[src/rtl/mem_bus_arbiter.sv]
// Two-way arbiter sequencing fetch and load/store onto one mem_access unit.
// Optional MEM_ARB_RR_EN: round-robin tie-break instead of data priority.
module mem_bus_arbiter #(
  parameter int WAIT_STATES = 1,
  parameter int STARVE_MAX  = 4
) (
  input  logic        clk,
  input  logic        rst,
  input  logic        f_req,
  input  logic [15:0] f_addr,
  output logic        f_gnt,
  output logic        f_done,
  output logic [7:0]  f_rdata,
  input  logic        d_req,
  input  logic        d_we,
  input  logic [15:0] d_addr,
  input  logic [7:0]  d_wdata,
  output logic        d_gnt,
  output logic        d_done,
  output logic [7:0]  d_rdata,
  output logic        ma_en,
  output logic        ma_pc_data,
  output logic        ma_w_rd,
  output logic [15:0] ma_pc,
  output logic [15:0] ma_address,
  output logic [7:0]  ma_wdata,
  input  logic [7:0]  ma_rdata,
  output logic        busy
);

  typedef enum logic [1:0] {
    IDLE,
    ACCESS,
    WAIT,
    DONE
  } state_t;

  localparam logic [2:0] WLAST =
    3'((WAIT_STATES == 0) ? 0 : WAIT_STATES - 1);

  state_t     state, state_nxt;
  logic [2:0] wcnt, wcnt_nxt;
  logic       sel_f;
  logic       we_q;
  logic       f_win;

  logic take, own_f, own_we, run, fin;
  logic f_gnt_n, d_gnt_n, f_done_n, d_done_n;
  logic ma_en_n, ma_pc_data_n, ma_w_rd_n, busy_n;
  logic f_load, d_load;

`ifdef MEM_ARB_RR_EN
  logic last_d;

  // last_d resets to "fetch granted last", so data takes the first tie
  assign f_win = f_req && (!d_req || last_d);

  always_ff @(posedge clk or negedge rst) begin
    if (!rst) begin
      last_d <= 1'b0;
    end else if (take) begin
      last_d <= !f_win;
    end
  end
`else
  localparam int SW =
    (STARVE_MAX < 1) ? 1 : $clog2(STARVE_MAX + 1);
  localparam logic [SW-1:0] SMAX = SW'(STARVE_MAX);

  logic [SW-1:0] starve_cnt;

  assign f_win = f_req && (!d_req || starve_cnt == SMAX);

  always_ff @(posedge clk or negedge rst) begin
    if (!rst) begin
      starve_cnt <= '0;
    end else if (state == IDLE) begin
      if (!f_req || f_win) begin
        starve_cnt <= '0;
      end else if (starve_cnt != SMAX) begin
        starve_cnt <= starve_cnt + 1'b1;
      end
    end
  end
`endif

  always_ff @(posedge clk or negedge rst) begin
    if (!rst) begin
      state <= IDLE;
      wcnt  <= '0;
    end else begin
      state <= state_nxt;
      wcnt  <= wcnt_nxt;
    end
  end

  always_comb begin
    state_nxt = state;
    wcnt_nxt  = wcnt;
    unique case (state)
      IDLE: begin
        if (f_req || d_req) state_nxt = ACCESS;
      end
      ACCESS: begin
        wcnt_nxt  = '0;
        state_nxt = (WAIT_STATES > 0) ? WAIT : DONE;
      end
      WAIT: begin
        if (wcnt == WLAST) state_nxt = DONE;
        else wcnt_nxt = wcnt + 1'b1;
      end
      DONE: state_nxt = IDLE;
      default: state_nxt = IDLE;
    endcase
  end

  // outputs are registered, so they are derived from the next state
  always_comb begin
    take   = (state == IDLE) && (f_req || d_req);
    own_f  = take ? f_win : sel_f;
    own_we = take ? d_we : we_q;
    run    = (state_nxt == ACCESS) || (state_nxt == WAIT);
    fin    = (state_nxt == DONE);

    f_gnt_n      = take && f_win;
    d_gnt_n      = take && !f_win;
    ma_en_n      = run;
    ma_pc_data_n = run && own_f;
    ma_w_rd_n    = run && !own_f && own_we;
    f_done_n     = fin && own_f;
    d_done_n     = fin && !own_f;
    f_load       = fin && own_f;
    d_load       = fin && !own_f && !own_we;
    busy_n       = (state_nxt != IDLE);
  end

  always_ff @(posedge clk or negedge rst) begin
    if (!rst) begin
      sel_f      <= 1'b0;
      we_q       <= 1'b0;
      f_gnt      <= 1'b0;
      d_gnt      <= 1'b0;
      f_done     <= 1'b0;
      d_done     <= 1'b0;
      f_rdata    <= '0;
      d_rdata    <= '0;
      ma_en      <= 1'b0;
      ma_pc_data <= 1'b0;
      ma_w_rd    <= 1'b0;
      ma_pc      <= '0;
      ma_address <= '0;
      ma_wdata   <= '0;
      busy       <= 1'b0;
    end else begin
      f_gnt      <= f_gnt_n;
      d_gnt      <= d_gnt_n;
      f_done     <= f_done_n;
      d_done     <= d_done_n;
      ma_en      <= ma_en_n;
      ma_pc_data <= ma_pc_data_n;
      ma_w_rd    <= ma_w_rd_n;
      busy       <= busy_n;
      if (take) begin
        sel_f <= f_win;
        if (f_win) begin
          ma_pc <= f_addr;
        end else begin
          ma_address <= d_addr;
          ma_wdata   <= d_wdata;
          we_q       <= d_we;
        end
      end
      if (f_load) f_rdata <= ma_rdata;
      if (d_load) d_rdata <= ma_rdata;
    end
  end

endmodule
[config.mk]
export PLATFORM = sky130hd
export DESIGN_NAME = mem_bus_arbiter
export DESIGN_NICKNAME = d
export VERILOG_FILES = /design/src/rtl/mem_bus_arbiter.sv
export SDC_FILE = /design/constraint.sdc
export NUM_CORES = 1
export LEC_CHECK = 0
export BUFFER_PORTS_ARGS = -buffer_cell sky130_fd_sc_hd__buf_4
export CELL_PAD_IN_SITES_DETAIL_PLACEMENT = 2
export CELL_PAD_IN_SITES_GLOBAL_PLACEMENT = 2
export CORE_ASPECT_RATIO = 1.5
export CORE_MARGIN = 2
export CORE_UTILIZATION = 34
export DETAILED_ROUTE_END_ITERATION = 6
export PLACE_DENSITY = 0.88
export SKIP_CTS_REPAIR_TIMING = 1
export SLEW_MARGIN = 20
export SYNTH_ARGS = -nofsm -noshare
export SYNTH_HDL_FRONTEND = slang
export SYNTH_SLANG_ARGS = --single-unit
export TNS_END_PERCENT = 30
[constraint.sdc]
create_clock -name clk -period 6.49 [get_ports clk]
set_clock_uncertainty 0.1 [all_clocks]
set_input_delay 1.6225 -clock clk [delete_from_list [all_inputs] [get_ports clk]]
set_output_delay 1.6225 -clock clk [all_outputs]
set_load 0.01 [all_outputs]
## Yosys cells after proc, flatten, opt, wreduce, memory -nomap -nowiden

Cells that the tools add are included.

- Bits in registers: 74
- Input bits: 53
- Word-level logic and storage cells: 67

- Add/sub/neg operators: 2
- Eq/ne operators: 9
- Multiplexer cells: 9
- Bitwise logic cells: 1
- Reductions and logical operators: 28

Operators by type and width:

| operator | count |
|---|---|
| logical AND 1 bit | 10 |
| two-way mux 3 bit | 3 |
| equality test 2 bit (second input constant) | 4 |
| case mux 2 bit (4 select lines) | 1 |
| AND reduction 2 bit | 4 |
| adder 3 x 1 -> 3 bit (second input constant) | 2 |
| case mux 3 bit (2 select lines) | 1 |
| nonzero test 2 bit | 3 |
| zero test 1 bit | 5 |
| equality test 2 x 1 -> 1 bit (second input constant) | 2 |
| logical OR 1 bit | 4 |
| two-way mux 2 bit | 2 |
| equality test 3 bit (second input constant) | 1 |
| zero test 3 bit | 1 |
| inequality test 3 bit (second input constant) | 1 |
| zero test 2 bit | 1 |
| two-way mux 1 bit | 2 |
| inequality test 2 bit (second input constant) | 1 |
| inverter 1 bit | 1 |

## Longest topological paths before layout

Gate-level depths: netlist of run 1.

- Word-level depth: 7
- Mapped depth: 9
- Mapped depth without buffers: 9

## Least setup slack after synthesis of run 1

Ideal clock, no wire load.

- Path kind: in2reg
- Start point: input d_req
- End point: register f_rdata[0]
- Setup time: 0.125 ns
- Arrival: 2.999 ns
- Setup slack: 3.266 ns
- Stages: 6
- Path buffers: 1
- Cell sequence: buf_4 > o31ai_1 > o21ai_0 > ha_1 > o211ai_4 > mux2_2

- Cells in the longest elaborated chain, start to end: 5
- Elaborated cells on any way between the ends: 10
- Those cells by class: eq/ne (1); mux (3); reduce/logical (6)

Ends and longest elaborated chain:

| element | RTL line | text |
|---|---|---|
| start, declared | 14 | `input logic d_req,` |
| logical OR 1 bit | 102 | `if (f_req \|\| d_req) state_nxt = ACCESS;` |
| two-way mux 2 bit | 102 |  |
| case mux 2 bit (4 select lines) | 100 | `unique case (state)` |
| via state_nxt[0] | 41 | `state_t state, state_nxt;` |
| equality test 2 bit | 123 | `fin = (state_nxt == DONE);` |
| logical AND 1 bit | 132 | `f_load = fin && own_f;` |
| end signal, assigned | 173 | `if (f_load) f_rdata <= ma_rdata;` |
| end, declared | 13 | `output logic [7:0] f_rdata,` |

The timed path passes the listed nets, and every way through them passes these cells.
A chain may end at the register's enable or synchronous reset.

## Worst setup path in the final report of run 1

- Start point: input d_req
- End point: register d_rdata[5]

- Elaborated cells on any way between the ends: 14
- Those cells by class: eq/ne (1); mux (4); reduce/logical (9)

RTL lines:

| element | RTL line | text |
|---|---|---|
| logical OR 1 bit | 102 |  |
| two-way mux 2 bit | 102 |  |
| case mux 2 bit (4 select lines) | 100 |  |
| via state_nxt[0] | 41 |  |
| equality test 2 bit | 123 |  |
| logical AND 1 bit (2 in series) | 133 | `d_load = fin && !own_f && !own_we;` |
| end signal, assigned | 174 | `if (d_load) d_rdata <= ma_rdata;` |
| end, declared | 20 | `output logic [7:0] d_rdata,` |

The timed path passes the listed nets, and every way through them passes these cells.

==> results of run 1 <==
final cells by class:
class	instances	area, sq um
Inverter	22	82.6
Clock inverter	6	91.3
Fill cell	972	5030
Multi-Input combinational cell	138	1280
Tap cell	115	144
Timing Repair Buffer	116	871
Clock buffer	10	229
Sequential cell	74	1850
how the worst max path moves through the flow:
stage / cells after the start / slack (ns) / to
after floorplan: 6 / 3.27 / f_rdata[0]
after global placement: 7 / 3.10 / d_rdata[6]
after detailed placement: 7 / 2.96 / d_rdata[5]
after CTS: 7 / 3.26 / d_rdata[5]
after global routing: 7 / 3.08 / d_rdata[5]
final: 7 / 3.25 / d_rdata[5]
kinds of logic after synthesis:
kind of cell | Yosys count
AOI/OAI and AO/OA | 51
adders and majority gates | 9
buffers and inverters | 34
DFF | 74
muxes | 52
and+or+nand+nor | 26
worst max-delay path, delay by kind of cell:
kind                       cells  cell delay (ns)
buffers and inverters          1             0.15
adders and majority gates      1             0.34
AOI/OAI and AO/OA              4             0.98
and+or+nand+nor                1             0.22
sequential cells by signal (all words and copies together), names as in the netlist, 2 cells and up:
name,count
f_rdata,8
ma_address,16
d_rdata,8
ma_wdata,8
ma_pc,16
wcnt,3
starve_cnt,3
state,2
metrics by stage:
step | setup WS (ns) | cell area (sq um) | power, W | utilization (%)
6_report | 3.25 | 4550 | 0.00241 | 47.5
5_1_grt | 3.08 | 4550 | 0.00257 | 47.5
4_1_cts | 3.26 | 4550 | 0.00246 | 47.5
3_5_place_dp | 2.96 | 4230 | 0.00188 | 44.1
3_3_place_gp | 3.10 | 4230 | 0.00181 | 44.1
2_1_floorplan | 3.27 | 3300 | 0.00140 | -
metal layers:
metal | vias up | wire length [microns] | track usage (%) | share of wire, %
li1 | 1114 | - | - | -
met1 | 1249 | 3400 | 20.9 | 35
met2 | 79 | 5620 | 37.2 | 58
met3 | 9 | 616 | 6.69 | 6.3
met4 | 0 | 113 | 5.32 | 1.2
met5 | - | 0 | 0 | 0
cell usage after synthesis, types with 2 or more instances:
cell      number
dfrtp_1       74
mux2_2        49
inv_1         21
o211ai_1      16
nand2_1       13
ha_1           9
o221ai_1       8
o22a_1         8
buf_4          6
buf_2          3
mux2i_1        3
nand3_1        3
o21a_1         3
a21bo_2        2
buf_6          2
nand2b_1       2
nor2_1         2
o21ai_0        2
o31ai_1        2
cells in the final DEF, fill, tap and decap left out, types with 3 or more instances in the layout:
cell | netlist | layout
ha_1 | 9 | 9
clkinvlp_4 | 0 | 3
nand2_1 | 13 | 13
o22a_1 | 8 | 8
clkbuf_16 | 0 | 9
mux2_2 | 49 | 49
o21a_1 | 3 | 3
nand3_1 | 3 | 3
dfrtp_1 | 74 | 74
buf_4 | 6 | 116
o221ai_1 | 8 | 8
o211ai_1 | 16 | 16
inv_1 | 21 | 21
mux2i_1 | 3 | 3
power by group through the flow:
stage	registers, W	logic, W	clock network (W)
floorplan	0.000865	0.000536	0
global placement	0.000794	0.00101	0
detailed placement	0.000812	0.00106	0
CTS	0.000817	0.00109	0.000547
global route	0.000839	0.00117	0.000566
finish	0.000813	0.00106	0.000534
==> impl_metrics.toml, run 1 <==
[status]
status = "finished, final reports clean"

[clock_tree]
cts_buffer_depth = 2
h-tree-depth = 3
cts_tree = "done"
clk_pin_slew_ns = 0.06
clock_sinks = 74
clock-root-buffer = "clkbuf_16"
clk_latency_ns = 0.33
cts_buffers = 9

[critical_path]
worst_path_largest_cell_delay_ns = 0.34
crit_type = "in -> reg"
end_kind = "flip-flop"
crit_path_max_fanout = 9
cp.arrival_ns = 3.32
worstPathRequired_ns = 6.58
cp-start-kind = "input port"
timing.rr.end = "d_rdata[5]"
reg2reg_slack_ns = 3.71
r2r_start = "state[0]"
crit_chain = "buf_4 -> o31ai_1 -> o21ai_0 -> ha_1 -> nand3_2 -> a2bb2oi_4 -> o211ai_1"
cpMaxStageDelayCell = "ha_1"
setup.worst_path.start = "d_req"
reg2reg_depth = 8

[synth]
syn-num-nets = 308
synth-warning-count = 0
synthAdderAreaFrac_pct = 3.41
postSynth.asyncResetShare_pct = 100
synth-simple-area-share_pct = 4.13
synth_ff_type = "dfrtp_1"
synth_compound_area_share_pct = 13.5
synth_cell_types = 37
netlist_top_cells_area = "dfrtp_1 56%, mux2_2 17%, o211ai_1 3.6%"
syn_avg_cell_area_sq_um = 13.4
synth_edf_count = 0
synth-xor-area-share_pct = 0
synth_seq_cells = 74
ys_seq_area_share_pct = 56.1
synth_area_sq_mm = 0.00330
muxShareOfSynthArea_pct = 17.6
syn_inst = 246
synth_top_area_share_pct = 56.1
synth_area_leader_cell = "dfrtp_1"
synth_top_family_by_area = "multiplexers"

[routing]
wl_mm = 9.75
ant_nets = 0
drtIter0Drc = 113
route.detailed.drc = 0
vias = 2451
first_pass_iters = 4
drt-vias-per-instance = 5.10
wl_per_cell_microns = 20.3

[floorplanning]
start_util_pct = 34.4
row_count = 44
die_y_microns = 125
die_x_microns = 84.4
die_area_sq_mm = 0.0105
core-area_sq_mm = 0.00958
ios = 117

[power]
pwr-share-comb_pct = 44.1
p_clk_share_pct = 22.1
power_density_mw_per_mm2 = 530
power_switching_share_pct = 35.6
p_leak_nw = 2.16
ir_worst_vdd_mv = 0.230
switchingPower_w = 0.000857
p_int_w = 0.00155
seqPwrFrac_pct = 33.7

[timing]
fin_setup_tns_ns = 0
layout_min_cycle_time_ns = 3.24
setup_violations = 0
tightest_slew_ns = 0.960
holdWs_ns = 0.408
relSlewSlack_pct = 36.0
fin_crit_sh_pct = 49.9
final-max-slew-violation-count = 0
timing.fmax_mhz = 309
rsz0062_at_grt = "false"
hold_violations = 0

[hold_path]
min_to = "ma_wdata[4]"
worstHoldPathType = "reg -> reg"
hold_start = "ma_wdata[4]"
worstHoldPathCells = 1

[global_routing]
grt_pass1_vias = 2896
grt_max_degree = 75
grt.total_usage_pct = 19.9
grt_pass1_wl_mm = 16.2
grt-ovfl-total = 0
antenna_found_initial = 0

[final_layout]
n_antenna_cell = 0
drive_gt1_share_pct = 51.6
fin_nets = 423
stdcell_count = 481
syn_to_final_growth_pct = 37.8

[placed_design]
dp_cells = 465
hpwlAfterDp_mm = 6.61
place_congestion = 0.770
port-buffer-count = 116

[job]
cap_violations = 0
(Power assumes the default switching activity.)
==> run 2: changes to the inputs <==
Settings changed: CORE_UTILIZATION 34 to 29, PLACE_DENSITY 0.88 to 0.8.
Clock period 6.49 ns to 2.9 ns, I/O delays scaled along.
==> impl_metrics.toml, run 2 (synthesized netlist as in run 1, its figures left out) <==
[status]
status = "finished, final reports clean"

[power]
pwr-share-comb_pct = 45.6
power_density_mw_per_mm2 = 1150
ir_worst_vdd_mv = 0.423
power_w = 0.00526
p_clk_share_pct = 20.3
seqPwrFrac_pct = 34.1
power_switching_share_pct = 35.6
p_int_w = 0.00338
switchingPower_w = 0.00187
p_leak_nw = 2.16

[placed_design]
port-buffer-count = 116
place_congestion = 0.742
hpwlAfterDp_mm = 6.99

[final_layout]
fin_nets = 424
drive_gt1_share_pct = 51.8
n_antenna_cell = 0
syn_to_final_growth_pct = 38.2
largest_registers = "ma_address x16, ma_pc x16"
num-fill-cells = 1198
final_common_cell = "buf_4"
layout_common_cells = "117 x buf_4, 74 x dfrtp_1, 49 x mux2_2, 21 x inv_1, 16 x o211ai_1"

[critical_path]
cp_num_buf_inv = 1
worst_path_largest_cell_delay_ns = 0.40
cpMaxStageDelayCell = "dfrtp_1"
crit_top_cell = "ha_1"
cp-start-kind = "flip-flop"
crit_type = "reg -> reg"
crit_family = "compound AO/OA/AOI/OAI gates"
crit_chain = "inv_1 -> ha_1 -> a21bo_2 -> o21ai_0 -> ha_1 -> nand3_2 -> a2bb2oi_4 -> o211ai_1"
end_kind = "flip-flop"
cp.arrival_ns = 2.74
crit_path_max_fanout = 9
worstPathRequired_ns = 3.05

[timing]
layout_min_cycle_time_ns = 2.60
fin_crit_sh_pct = 89.5
fin_setup_tns_ns = 0
final-max-slew-violation-count = 0
rsz0062_at_grt = "false"
relSlewSlack_pct = 35.4
tightest_slew_ns = 0.969
setup_violations = 0
hold_violations = 0
timing.fmax_mhz = 385

[hold_path]
worstHoldPathType = "reg -> reg"

[clock_tree]
clk_pin_slew_ns = 0.06
cts_tree = "done"
h-tree-depth = 3
cts_buffer_depth = 2
clk_latency_ns = 0.33
cts_buffers = 9
clock_sinks = 74
clock-root-buffer = "clkbuf_16"

[routing]
route.detailed.drc = 0
first_pass_iters = 4
drt-vias-per-instance = 4.79
wl_mm = 9.52
vias = 2462
wl_per_cell_microns = 18.5
drtIter0Drc = 86
ant_nets = 0

[floorplanning]
start_util_pct = 29.8
die_y_microns = 135
row_count = 47
die_area_sq_mm = 0.0123
ios = 117
core-area_sq_mm = 0.0111
die_x_microns = 91.1

[global_routing]
grt_max_degree = 75
grt.total_usage_pct = 15.9
antenna_found_initial = 0
grt_pass1_wl_mm = 15.1
grt_pass1_vias = 2866
grt-ovfl-total = 0

[job]
cap_violations = 0
-- run 2: final timing paths --
| check | startpoint | slack, ns | to | depth (start not counted) |
|---|---|---|---|---|
| max | state[0] | 0.30 | d_rdata[1] | 8 |
| min | f_rdata[1] | 0.41 | f_rdata[1] | 1 |
| min in group asynchronous | rst | 0.44 | ma_wdata[0] | 1 |
| min reg2reg | f_rdata[1] | 0.41 | f_rdata[1] | 1 |
| max in group asynchronous | rst | 1.61 | ma_address[0] | 1 |
| max reg2reg | state[0] | 0.30 | d_rdata[1] | 8 |
-- run 2: metal layers --
metal  track usage [%]  vias up  wire [microns]  share of wire (%)
li1                  -     1112               -                  -
met1              15.7     1273            3260                 34
met2              31.2       65            5590                 59
met3              4.24       12             511                5.4
met4              5.89        0             160                1.7
met5                 0        -               0                  0
-- run 2: power by group through the flow --
| stage | clock network [W] | registers (W) | logic (W) |
|---|---|---|---|
| after floorplan | 0 | 0.00194 | 0.00120 |
| after global placement | 0 | 0.00177 | 0.00231 |
| after detailed placement | 0 | 0.00181 | 0.00242 |
| after CTS | 0.00110 | 0.00180 | 0.00244 |
| after global routing | 0.00113 | 0.00186 | 0.00261 |
| final | 0.00107 | 0.00179 | 0.00240 |
-- run 2: area by class of cell --
| type | count | area (sq um) | share of cell area (%) |
|---|---|---|---|
| Clock buffer | 14 | 274 | 6.01 |
| Clock inverter | 2 | 10.0 | 0.219 |
| Inverter | 22 | 82.6 | 1.81 |
| Multi-Input combinational cell | 138 | 1280 | 28.1 |
| Sequential cell | 74 | 1850 | 40.6 |
| Tap cell | 147 | 184 | 4.03 |
| Timing Repair Buffer | 117 | 878 | 19.3 |
-- run 2: worst reg2reg max path: stages, from the launching register on --
cell and delay [ns]:
dfrtp_1 0.40, inv_1 0.12, ha_1 0.28, a21bo_2 0.27
o21ai_0 0.22, ha_1 0.37, nand3_2 0.27, a2bb2oi_4 0.26
o211ai_1 0.21
-- run 2: through the flow --
| step | cell area (sq um) | util, % | instances | setup slack (ns) | hold slack, ns |
|---|---|---|---|---|---|
| detailed placement | 4270 | 38.7 | 498 | 0.232 | 0.397 |
| floorplan | 3300 | - | 246 | 0.574 | 0.329 |
| finish | 4560 | 41.3 | 514 | 0.303 | 0.406 |
| global route | 4560 | 41.3 | 514 | 0.0749 | 0.424 |
| CTS | 4560 | 41.2 | 514 | 0.154 | 0.411 |
| global placement | 4270 | 38.7 | 498 | 0.363 | 0.392 |
==> run 3: changes to the inputs <==
Settings changed: CORE_UTILIZATION 29 to 34, PLACE_DENSITY 0.8 to 0.88.
Clock period 2.9 ns to 3.3 ns, I/O delays scaled along.
==> impl_metrics.toml, run 3 (synthesized netlist as in run 1, its figures left out) <==
[final_layout]
num-fill-cells = 967
syn_to_final_growth_pct = 37.8
n_antenna_cell = 0
layout_common_cells = "116 x buf_4, 74 x dfrtp_1, 49 x mux2_2, 21 x inv_1, 16 x o211ai_1"
final_common_cell = "buf_4"
seqCellArea_sq_mm = 0.00185
fin_nets = 423
multiInputGateArea_sq_mm = 0.00128
drive_gt1_share_pct = 51.9
largest_registers = "ma_address x16, ma_pc x16"

[routing]
vias = 2450
drtIter0Drc = 108
drt-vias-per-instance = 5.09
wl_met2_mm = 5.72
route.detailed.drc = 0
wl_per_cell_microns = 20.5
drt-met1-wl_mm = 3.47
ant_nets = 0
first_pass_iters = 4
wl_mm = 9.87
top_layer = "met4"
wl_met3_microns = 533

[critical_path]
crit_type = "reg -> reg"
worstPathRequired_ns = 3.39
cp.arrival_ns = 2.88
crit_path_max_fanout = 15
crit_chain = "inv_1 -> ha_1 -> o31ai_1 -> o21ai_0 -> ha_1 -> nand3_2 -> o221ai_1 -> o211ai_1"
r2r_start = "state[0]"
reg2reg_slack_ns = 0.51
cp-start-kind = "flip-flop"
end_kind = "flip-flop"
cpMaxStageDelayCell = "ha_1"
worst_path_largest_cell_delay_ns = 0.51
reg2reg_depth = 8
crit_top_cell = "ha_1"
timing.rr.end = "d_rdata[6]"

[clock_tree]
cts_buffer_depth = 2
cts_buffers = 9
h-tree-depth = 3
clk_latency_ns = 0.34
clk_pin_slew_ns = 0.06
cts_tree = "done"
clock-root-buffer = "clkbuf_16"
clock_sinks = 74

[floorplanning]
die_y_microns = 125
die_x_microns = 84.4
start_util_pct = 34.4
ios = 117
core-area_sq_mm = 0.00958
row_count = 44
die_area_sq_mm = 0.0105

[global_routing]
grt-ovfl-total = 0
grt_pass1_wl_mm = 15.9
grt.total_usage_pct = 19.6
antenna_found_initial = 0
grt_max_degree = 75
grt_pass1_vias = 2895

[timing]
layout_min_cycle_time_ns = 2.79
fin_crit_sh_pct = 84.5
tightest_slew_ns = 0.958
hold_violations = 0
final-max-slew-violation-count = 0
relSlewSlack_pct = 36.1
holdWs_ns = 0.413
timing.fmax_mhz = 359
setup_violations = 0
rsz0062_at_grt = "false"
setup_slack_ns = 0.512
fin_setup_tns_ns = 0

[placed_design]
hpwlAfterDp_mm = 6.78
place_ws_ns = 0.574
place_congestion = 0.769
port-buffer-count = 116

[status]
status = "finished, final reports clean"

[hold_path]
min_to = "ma_address[15]"
hold_start = "ma_address[15]"
worstHoldPathCells = 1
worstHoldPathType = "reg -> reg"

[power]
power_density_mw_per_mm2 = 1050
p_leak_nw = 2.16
ir_worst_vdd_mv = 0.462

[job]
cap_violations = 0
run 3: changes by cell type in the layout (fill, tap and decap cells not counted):
cell,before,now
ha_1,8,9
bufinv_16,0,2
ha_2,1,0
clkinv_4,0,1
clkbuf_8,3,0
clkinvlp_4,0,2
clkbuf_1,2,0
buf_4,117,116
run 3: worst max path at each step:
stage                         from    endpoint  slack, ns
after global routing      state[0]  d_rdata[6]       0.31
after detailed placement     d_req  d_rdata[1]       0.57
after global placement       d_req  d_rdata[6]       0.71
final                     state[0]  d_rdata[6]       0.51
after CTS                 state[0]  d_rdata[6]       0.47
after floorplan              d_req  f_rdata[0]       0.87
run 3: layout make-up:
type | instances | area share, %
sequential | 74 | 40.7
timing repair buffer | 116 | 19.2
clock buffer | 9 | 4.95
clock inverter | 7 | 2.06
inverter | 22 | 1.82
multi-input combinational | 138 | 28.1
tap | 115 | 3.17
run 3: power by group:
part	switching [W]	internal (W)	leakage (nW)
logic	0.00104	0.00107	1.13
clock network	0.000392	0.000660	0.151
registers	0.000275	0.00132	0.881
run 3: metal layers:
metal | track usage [%] | up-vias
met1 | 20.3 | 1256
met5 | 0 | -
met3 | 4.57 | 11
li1 | - | 1105
met2 | 37.5 | 78
met4 | 7.38 | 0
run 3: stage by stage:
step | instances | utilization [%] | cell area [sq um] | total power, W
finish | 481 | 47.5 | 4550 | 0.00476
global route | 481 | 47.5 | 4550 | 0.00506
CTS | 481 | 47.5 | 4550 | 0.00483
detailed placement | 465 | 44.1 | 4230 | 0.00371
global placement | 465 | 44.1 | 4230 | 0.00355
floorplan | 246 | - | 3300 | 0.00276
run 3: worst max-delay path, delay by kind of cell (launching register included):
| kind | cells | cell delay [ns] |
|---|---|---|
| adders and majority gates | 2 | 0.88 |
| AOI/OAI and AO/OA | 4 | 0.88 |
| DFF | 1 | 0.40 |
| and+or+nand+nor | 1 | 0.27 |
| buffers and inverters | 1 | 0.11 |
